$ cat src/rtl/mem_bus_pkg.sv
// ----------------------------------------------------------------------------
// mem_bus_pkg: shared types for the data-memory bus arbiter.   Rev 1.0
// ----------------------------------------------------------------------------
`default_nettype none

package mem_bus_pkg;

  localparam int ADDR_W = 19;
  localparam int DATA_W = 32;

  typedef enum logic [0:0] {
    IDLE    = 1'b0,
    RD_WAIT = 1'b1
  } state_t;

  typedef struct packed {
    logic              we;
    logic [ADDR_W-1:0] addr;
    logic [DATA_W-1:0] wdata;
  } req_t;

endpackage

`default_nettype wire

$ cat src/rtl/rr_arbiter2.sv
// ----------------------------------------------------------------------------
// rr_arbiter2: combinational two-way round-robin pick; rrLast is owned by the caller.   Rev 1.0
// ----------------------------------------------------------------------------
`default_nettype none

module rr_arbiter2 (
  input  logic [1:0] req,
  input  logic       rrLast,
  output logic [1:0] gnt
);

  always_comb begin
    gnt = req;
    if (req == 2'b11) begin
      gnt = rrLast ? 2'b01 : 2'b10;
    end
  end

endmodule

`default_nettype wire

$ cat src/rtl/mem_bus_arbiter.sv
// ----------------------------------------------------------------------------
// mem_bus_arbiter: shares the data-memory bus between the LSU (port 0) and DMA (port 1).   Rev 1.0
// ----------------------------------------------------------------------------
`default_nettype none

module mem_bus_arbiter
  import mem_bus_pkg::*;
#(
  parameter int                RD_LATENCY = 1,
  parameter logic [ADDR_W-1:0] MEM_TOP    = 19'h40000
) (
  input  logic              clk,
  input  logic              rst_n,
  input  logic              req0,
  input  logic              we0,
  input  logic [ADDR_W-1:0] addr0,
  input  logic [DATA_W-1:0] wdata0,
  output logic              gnt0,
  output logic              rvalid0,
  output logic [DATA_W-1:0] rdata0,
  output logic              err0,
  input  logic              req1,
  input  logic              we1,
  input  logic [ADDR_W-1:0] addr1,
  input  logic [DATA_W-1:0] wdata1,
  output logic              gnt1,
  output logic              rvalid1,
  output logic [DATA_W-1:0] rdata1,
  output logic              err1,
  output logic [ADDR_W-1:0] memAddr,
  output logic              memWrite,
  output logic              memRead,
  output logic [DATA_W-1:0] memWdata,
  input  logic [DATA_W-1:0] memRdata,
  output logic              busy
);

  localparam int CNT_W = (RD_LATENCY > 1) ? $clog2(RD_LATENCY) : 1;

  state_t           state, state_nx;
  logic [CNT_W-1:0] cnt, cnt_nx;
  logic             rr_last, rr_last_nx;
  logic             owner, owner_nx;
  logic             rd_err, rd_err_nx;

  logic [1:0] arb_req, arb_gnt, gnt_out;
  req_t       cur;
  logic       can_grant, granted, bus_act, in_range, rsp_valid;

  // The response cycle of a read is also a grant opportunity.
  assign can_grant = (state == IDLE) || (cnt == '0);
  assign arb_req   = {req1, req0} & {2{can_grant}};

  rr_arbiter2 u_arb (
    .req    (arb_req),
    .rrLast (rr_last),
    .gnt    (arb_gnt)
  );

  assign granted   = |arb_gnt;
  assign rsp_valid = (state == RD_WAIT) && (cnt == '0);

  always_comb begin
    cur.we    = we0;
    cur.addr  = addr0;
    cur.wdata = wdata0;
    if (arb_gnt[1]) begin
      cur.we    = we1;
      cur.addr  = addr1;
      cur.wdata = wdata1;
    end
  end

  assign in_range = cur.addr < MEM_TOP;

  // Output-side gating only: keeps every output low while rst_n is asserted.
  assign gnt_out = arb_gnt & {2{rst_n}};
  assign bus_act = granted & rst_n;

  always_comb begin
    gnt0     = gnt_out[0];
    gnt1     = gnt_out[1];
    memAddr  = bus_act ? cur.addr  : '0;
    memWdata = bus_act ? cur.wdata : '0;
    memWrite = bus_act &  cur.we & in_range;
    memRead  = bus_act & ~cur.we & in_range;
    rvalid0  = rsp_valid & ~owner;
    rvalid1  = rsp_valid &  owner;
    rdata0   = (rvalid0 && !rd_err) ? memRdata : '0;
    rdata1   = (rvalid1 && !rd_err) ? memRdata : '0;
    err0     = (gnt_out[0] & cur.we & ~in_range) | (rvalid0 & rd_err);
    err1     = (gnt_out[1] & cur.we & ~in_range) | (rvalid1 & rd_err);
    busy     = (state == RD_WAIT);
  end

  always_comb begin
    state_nx   = state;
    cnt_nx     = cnt;
    rr_last_nx = rr_last;
    owner_nx   = owner;
    rd_err_nx  = rd_err;
    if (state == RD_WAIT) begin
      if (cnt == '0) begin
        state_nx = IDLE;
      end else begin
        cnt_nx = cnt - 1'b1;
      end
    end
    if (granted) begin
      rr_last_nx = arb_gnt[1];
      if (!cur.we) begin
        // Out-of-range reads take a single RD_WAIT cycle to return the error.
        state_nx  = RD_WAIT;
        owner_nx  = arb_gnt[1];
        rd_err_nx = ~in_range;
        cnt_nx    = in_range ? CNT_W'(RD_LATENCY - 1) : '0;
      end
    end
  end

  always_ff @(posedge clk or negedge rst_n) begin
    if (!rst_n) begin
      state   <= IDLE;
      cnt     <= '0;
      rr_last <= 1'b1;
      owner   <= 1'b0;
      rd_err  <= 1'b0;
    end else begin
      state   <= state_nx;
      cnt     <= cnt_nx;
      rr_last <= rr_last_nx;
      owner   <= owner_nx;
      rd_err  <= rd_err_nx;
    end
  end

endmodule

`default_nettype wire

$ cat config.mk
export PLATFORM = sky130hd
export DESIGN_NAME = mem_bus_arbiter
export DESIGN_NICKNAME = d
export VERILOG_FILES = /design/src/rtl/mem_bus_pkg.sv /design/src/rtl/rr_arbiter2.sv /design/src/rtl/mem_bus_arbiter.sv
export SDC_FILE = /design/constraint.sdc
export NUM_CORES = 1
export LEC_CHECK = 0
export ABC_AREA = 1
export CAP_MARGIN = 20
export CORE_MARGIN = 10
export CORE_UTILIZATION = 21
export CTS_CLUSTER_DIAMETER = 120
export DETAILED_ROUTE_END_ITERATION = 8
export PLACE_DENSITY = 0.82
export RECOVER_POWER = 25
export REMOVE_ABC_BUFFERS = 1
export SKIP_CTS_REPAIR_TIMING = 1
export SLEW_MARGIN = 20
export SYNTH_ARGS = -nofsm -noshare
export SYNTH_HDL_FRONTEND = slang
export SYNTH_SLANG_ARGS = --single-unit
$ cat constraint.sdc
create_clock -name clk -period 1.65 [get_ports clk]
set_clock_uncertainty 0.05 [all_clocks]
set_input_delay 0.33 -clock clk [delete_from_list [all_inputs] [get_ports clk]]
set_output_delay 0.33 -clock clk [all_outputs]
set_load 0.02 [all_outputs]
==> flow_summary.json, run 1 <==
{
  "ys_seq_elements": 5,
  "rsz0062_at_grt": "true",
  "place.port_buffers": 263,
  "place_hpwl_um": 10000,
  "maxCapViolCount": 0,
  "crit_fanout": 7,
  "p_leak_uw": 0.00247,
  "arrival_ns": 1.62,
  "grt_pass1_vias": 3150,
  "grt.overflow.total": 0,
  "avgViaCountPerCell": 4.60,
  "synth_compound_gate_area_share_pct": 17.7,
  "first_pass_iters": 6,
  "place_area_um2": 4380,
  "areaGrowthSynthToFinish_pct": 224,
  "setup_slack_ns": -0.350,
  "synthSimpleGateAreaFrac_pct": 53.4,
  "met3WireLength_um": 1340,
  "avgSynthCellArea_um2": 4.56,
  "diodes": 0,
  "vias": 3306,
  "synthAdderAreaFrac_pct": 0,
  "startpoint_type": "register",
  "multi_input_area_um2": 1360,
  "vdd_drop_max_mv": 0.215,
  "wirelength_um": 13800,
  "timing.final.crit_share_pct": 121,
  "start_util_pct": 21.8,
  "maxSlewViolCount": 0,
  "gp_congestion": 0.809,
  "tightest_slew_ns": 0.371,
  "synth-seq-area-share_pct": 8.44,
  "hold_path.class": "in2async",
  "wl_per_cell_um": 19.3,
  "fmax_ghz": 0.500,
  "post-route-drc-count": 0,
  "io_pins": 264,
  "cts_max_level": 1,
  "required_ns": 1.27,
  "synthMuxAreaShare_pct": 0,
  "violations": "negative setup slack",
  "die_h_um": 104,
  "fp.coreArea_um2": 6870,
  "maxSlewHeadroom_pct": 75.3,
  "fin_area_um2": 4860,
  "clk_pin_slew_worst_paths_ns": 0.04,
  "drt_iter0_markers": 119,
  "die_w_um": 104,
  "num-fill-cells": 569,
  "top_layer": "met4",
  "clk_path_buf_depth": 2,
  "numCtsBuffers": 3,
  "end_kind": "output port",
  "synth_cell_types": 17,
  "insertion_delay_ns": 0.22,
  "synthXorXnorAreaFrac_pct": 0,
  "clockRootBuffer": "clkbuf_8",
  "status": "finished, violations left",
  "synth_top_family_by_area": "simple AND/OR/NAND/NOR gates",
  "antenna_found_initial": 0,
  "nets": 764,
  "register_area_um2": 126,
  "power_per_cell_area_nw_per_um2": 444,
  "die_area_um2": 10900,
  "critPathKind": "reg2out",
  "rows": 30,
  "met1_length_um": 4880,
  "ff2ff_path_depth": 7,
  "clock_sinks": 5,
  "finalSetupViolCount": 122,
  "cts_tree": "done",
  "grt_max_degree": 51,
  "fin_crit_ns": 2.00,
  "wl_met2_um": 7420,
  "grt_pass1_wl_um": 17100,
  "drive_gt1_share_pct": 39.5,
  "final_hold_viol_count": 0,
  "track_usage_pct": 19.3,
  "drtAntennaViolNets": 0,
  "synthCells": 328,
  "yosysWarnings": 0,
  "fin_util_pct": 70.7,
  "synthesis.area_um2": 1500
}
## cell usage after synthesis, drive strengths merged
library cell    n  share of area, %
a21oi          51                17
and3            1              0.42
buf            22               9.9
dfrtp           4               6.7
dfstp           1               1.8
inv            42                11
nand2         126                32
nand3           5               2.0
nand4           3               1.3
nor2           71                18
o21ai           2              0.67
## per-stage QoR
stage / cells / TNS (ns) / total power [µW] / setup slack [ns] / hold WS [ns]
after global placement: 695 / -73.12 / 1660 / -0.936 / 0.425
after global routing: 719 / -38.62 / 2270 / -0.442 / 0.289
final: 719 / -30.10 / 2160 / -0.350 / 0.255
after detailed placement: 695 / -77.02 / 1670 / -1.00 / 0.429
after CTS: 699 / -92.91 / 1910 / -1.01 / 0.393
after floorplan: 306 / -94.79 / 725 / -1.09 / -0.0156
## cell usage in the layout (no fill, tap or decap), drive strengths merged
cell type and instances:
nor2 71, dfstp 1, clkbuf 14, dfrtp 4, clkdlybuf4s50 136, clkdlybuf4s25 1, dlymetal6s2s 3, and3 1
o21ai 2, buf 163, nand2 126, inv 42, nand4 3, a21oi 51, nand3 5
## sequential cells by signal, indices dropped and copies added, names as in the netlist
signal / cells
owner: 1
rr_last: 1
busy: 1
cnt: 1
rd_err: 1
## power breakdown
part | total [µW] | internal, µW | switching, µW
logic | 1780 | 903 | 876
registers | 150 | 138 | 11.5
clock network | 229 | 166 | 63.0
## kinds of logic after synthesis
kind of cell,Yosys count
buf+inv,64
simple gates,206
flops,5
compound gates,53
## layer usage
metal,global-route usage [%],vias to the layer above
met5,0,-
met4,3.78,0
met3,7.81,14
met2,36.8,189
met1,18.9,1525
li1,-,1578
## path summary, 6_finish.rpt
path | start | slack [ns] | to
hold reg to reg | owner | 0.53 | owner
max in group asynchronous | rst_n | 0.99 | rr_last
setup / recovery | busy | -0.35 | memWdata[31]
hold / removal | rst_n | 0.25 | rd_err
setup reg to reg | rr_last | 0.07 | owner
min in group clk | owner | 0.53 | owner
## layout make-up
type                    instances  area share (%)
clock buffers                   4           0.928
inverters                      42            3.40
multi-input cells             259            27.9
flip-flops and latches          5            2.60
well taps                      96            2.47
repair buffers                313            62.7
## worst max-delay path, cell delays in order, from the launching register on
cell and delay, ns:
dfrtp_1 0.40, nand2_4 0.14, nand3_4 0.16, inv_6 0.14
clkbuf_16 0.16, nand2_1 0.08, a21oi_4 0.19, buf_12 0.13
No activity file was read; power rests on OpenSTA's default activity.
==> run 2: changes to the inputs <==
--- a/config.mk
+++ b/config.mk
@@ -11,6 +11,7 @@
 export CORE_UTILIZATION = 21
 export CTS_CLUSTER_DIAMETER = 120
 export DETAILED_ROUTE_END_ITERATION = 8
+export MAX_ROUTING_LAYER = met4
 export PLACE_DENSITY = 0.82
 export RECOVER_POWER = 25
 export REMOVE_ABC_BUFFERS = 1
==> run 2 against run 1 <==
  * The run still ends with negative setup slack left
  * Register-to-register slack hardly changed
  * Total power decreased by 0.13%
  * Sequential power barely moved
  * Setup slack got worse by 0.032 ns
  * Cell count down 0.42%
  * Die area is the same
  * Critical path depth unchanged
  * Wire length is 0.98% lower
  * Via count fell by 1.0%
  * First-iteration DRC count is 48% lower
  * Critical path type unchanged
  * Largest power group unchanged
==> flow_summary.json, run 2 (synthesis gave the netlist of run 1 again) <==
{
  "drtAntennaViolNets": 0,
  "hold_path.class": "in2async",
  "final_common_cell": "clkdlybuf4s50_1",
  "cp_slowest_cell": "dfstp_2",
  "r2r_start": "rr_last",
  "drt_iter0_markers": 62,
  "cts_max_level": 1,
  "die_w_um": 104,
  "numCtsBuffers": 3,
  "end_kind": "output port",
  "required_ns": 1.27,
  "clk_pin_slew_worst_paths_ns": 0.04,
  "cts_tree": "done",
  "clockRootBuffer": "clkbuf_8",
  "fmax_ghz": 0.492,
  "stdcell_count": 716,
  "place.port_buffers": 263,
  "insertion_delay_ns": 0.22,
  "dpl.cell_count": 695,
  "cpPeakStageDelay_ns": 0.54,
  "maxSlewHeadroom_pct": 75.0,
  "nets": 761,
  "setup_slack_ns": -0.382,
  "ff2ff_path_depth": 7,
  "diodes": 0,
  "areaGrowthSynthToFinish_pct": 225,
  "wirelength_um": 13700,
  "wl_per_cell_um": 19.1,
  "fin_util_pct": 70.8,
  "die_area_um2": 10900,
  "maxCapViolCount": 0,
  "vias": 3273,
  "finalSetupTns_ns": -29.43,
  "grt_pass1_vias": 3162,
  "power_per_cell_area_nw_per_um2": 443,
  "finalSetupViolCount": 122,
  "post-route-drc-count": 0,
  "path_cells": "nand2_2 -> nand3_4 -> buf_8 -> buf_12 -> nand2_1 -> a21oi_2 -> buf_4",
  "final_cell_mix": "clkdlybuf4s50_1 (136), nand2_1 (110), buf_4 (105)",
  "grt_pass1_wl_um": 17100,
  "clk_path_buf_depth": 2,
  "status": "finished, violations left",
  "rsz0062_at_grt": "true",
  "r2r_slack_ns": 0.08,
  "final_hold_viol_count": 0,
  "power_uw": 2160,
  "tightest_slew_ns": 0.375,
  "drive_gt1_share_pct": 39.2,
  "fp.coreArea_um2": 6870,
  "num-fill-cells": 579,
  "p_leak_uw": 0.00247,
  "gp_congestion": 0.821,
  "critPathKind": "reg2out",
  "violations": "negative setup slack",
  "fin_crit_ns": 2.03,
  "track_usage_pct": 19.8,
  "clock_sinks": 5,
  "vdd_drop_max_mv": 0.209,
  "grt_max_degree": 51,
  "antenna_found_initial": 0,
  "io_pins": 264,
  "arrival_ns": 1.65,
  "place_hpwl_um": 10000,
  "die_h_um": 104,
  "crit_fanout": 10,
  "startpoint_type": "register",
  "first_pass_iters": 4,
  "rows": 30,
  "start_util_pct": 21.8,
  "timing.final.crit_share_pct": 123,
  "reg2reg_to": "owner",
  "maxSlewViolCount": 0,
  "grt.overflow.total": 0,
  "avgViaCountPerCell": 4.57
}
[run 2: area by class of cell]
| class | instances | area (µm²) | area share, % |
|---|---|---|---|
| sequential | 5 | 126 | 2.60 |
| timing repair buffer | 310 | 3050 | 62.8 |
| inverter | 42 | 165 | 3.40 |
| clock buffer | 4 | 45.0 | 0.927 |
| multi-input combinational | 259 | 1350 | 27.9 |
| tap | 96 | 120 | 2.47 |
[run 2: metrics by stage]
| step | hold WS [ns] | cell area [µm²] | setup WS (ns) |
|---|---|---|---|
| after floorplan | -0.0156 | 1350 | -1.09 |
| after global placement | 0.425 | 4380 | -0.936 |
| after CTS | 0.393 | 4430 | -1.01 |
| after detailed placement | 0.429 | 4380 | -1.00 |
| final | 0.251 | 4860 | -0.382 |
| after global routing | 0.289 | 4860 | -0.432 |
[run 2: report_power, final]
group          internal [µW]  leakage (µW)  switching, µW
combinational            905       0.00238            874
sequential               138     0.0000617           11.4
clock                    166     0.0000228           61.6
total                   1210       0.00247            947
[run 2: how the worst max path moves through the flow]
| stage | from | end | slack [ns] | depth (start not counted) |
|---|---|---|---|---|
| finish | rr_last | memWdata[15] | -0.38 | 7 |
| global route | busy | memWdata[15] | -0.43 | 7 |
| CTS | req0 | memWdata[10] | -1.01 | 7 |
| detailed placement | req0 | memWdata[10] | -1.00 | 7 |
| global placement | req0 | memAddr[6] | -0.94 | 7 |
| floorplan | busy | memAddr[0] | -1.09 | 5 |
[run 2: layer usage]
metal,routed length [µm],up-vias,track usage [%]
met2,7570,178,36.9
met1,4800,1513,19.8
li1,-,1574,-
met4,127,0,3.78
met5,0,-,-
met3,1210,8,6.07
[run 2: worst max-delay path: cells and delay by family, from the launching register on]
| family | cells | cell delay [ns] |
|---|---|---|
| AOI/OAI and AO/OA | 1 | 0.17 |
| buffers and inverters | 3 | 0.42 |
| DFF | 1 | 0.54 |
| and+or+nand+nor | 3 | 0.29 |
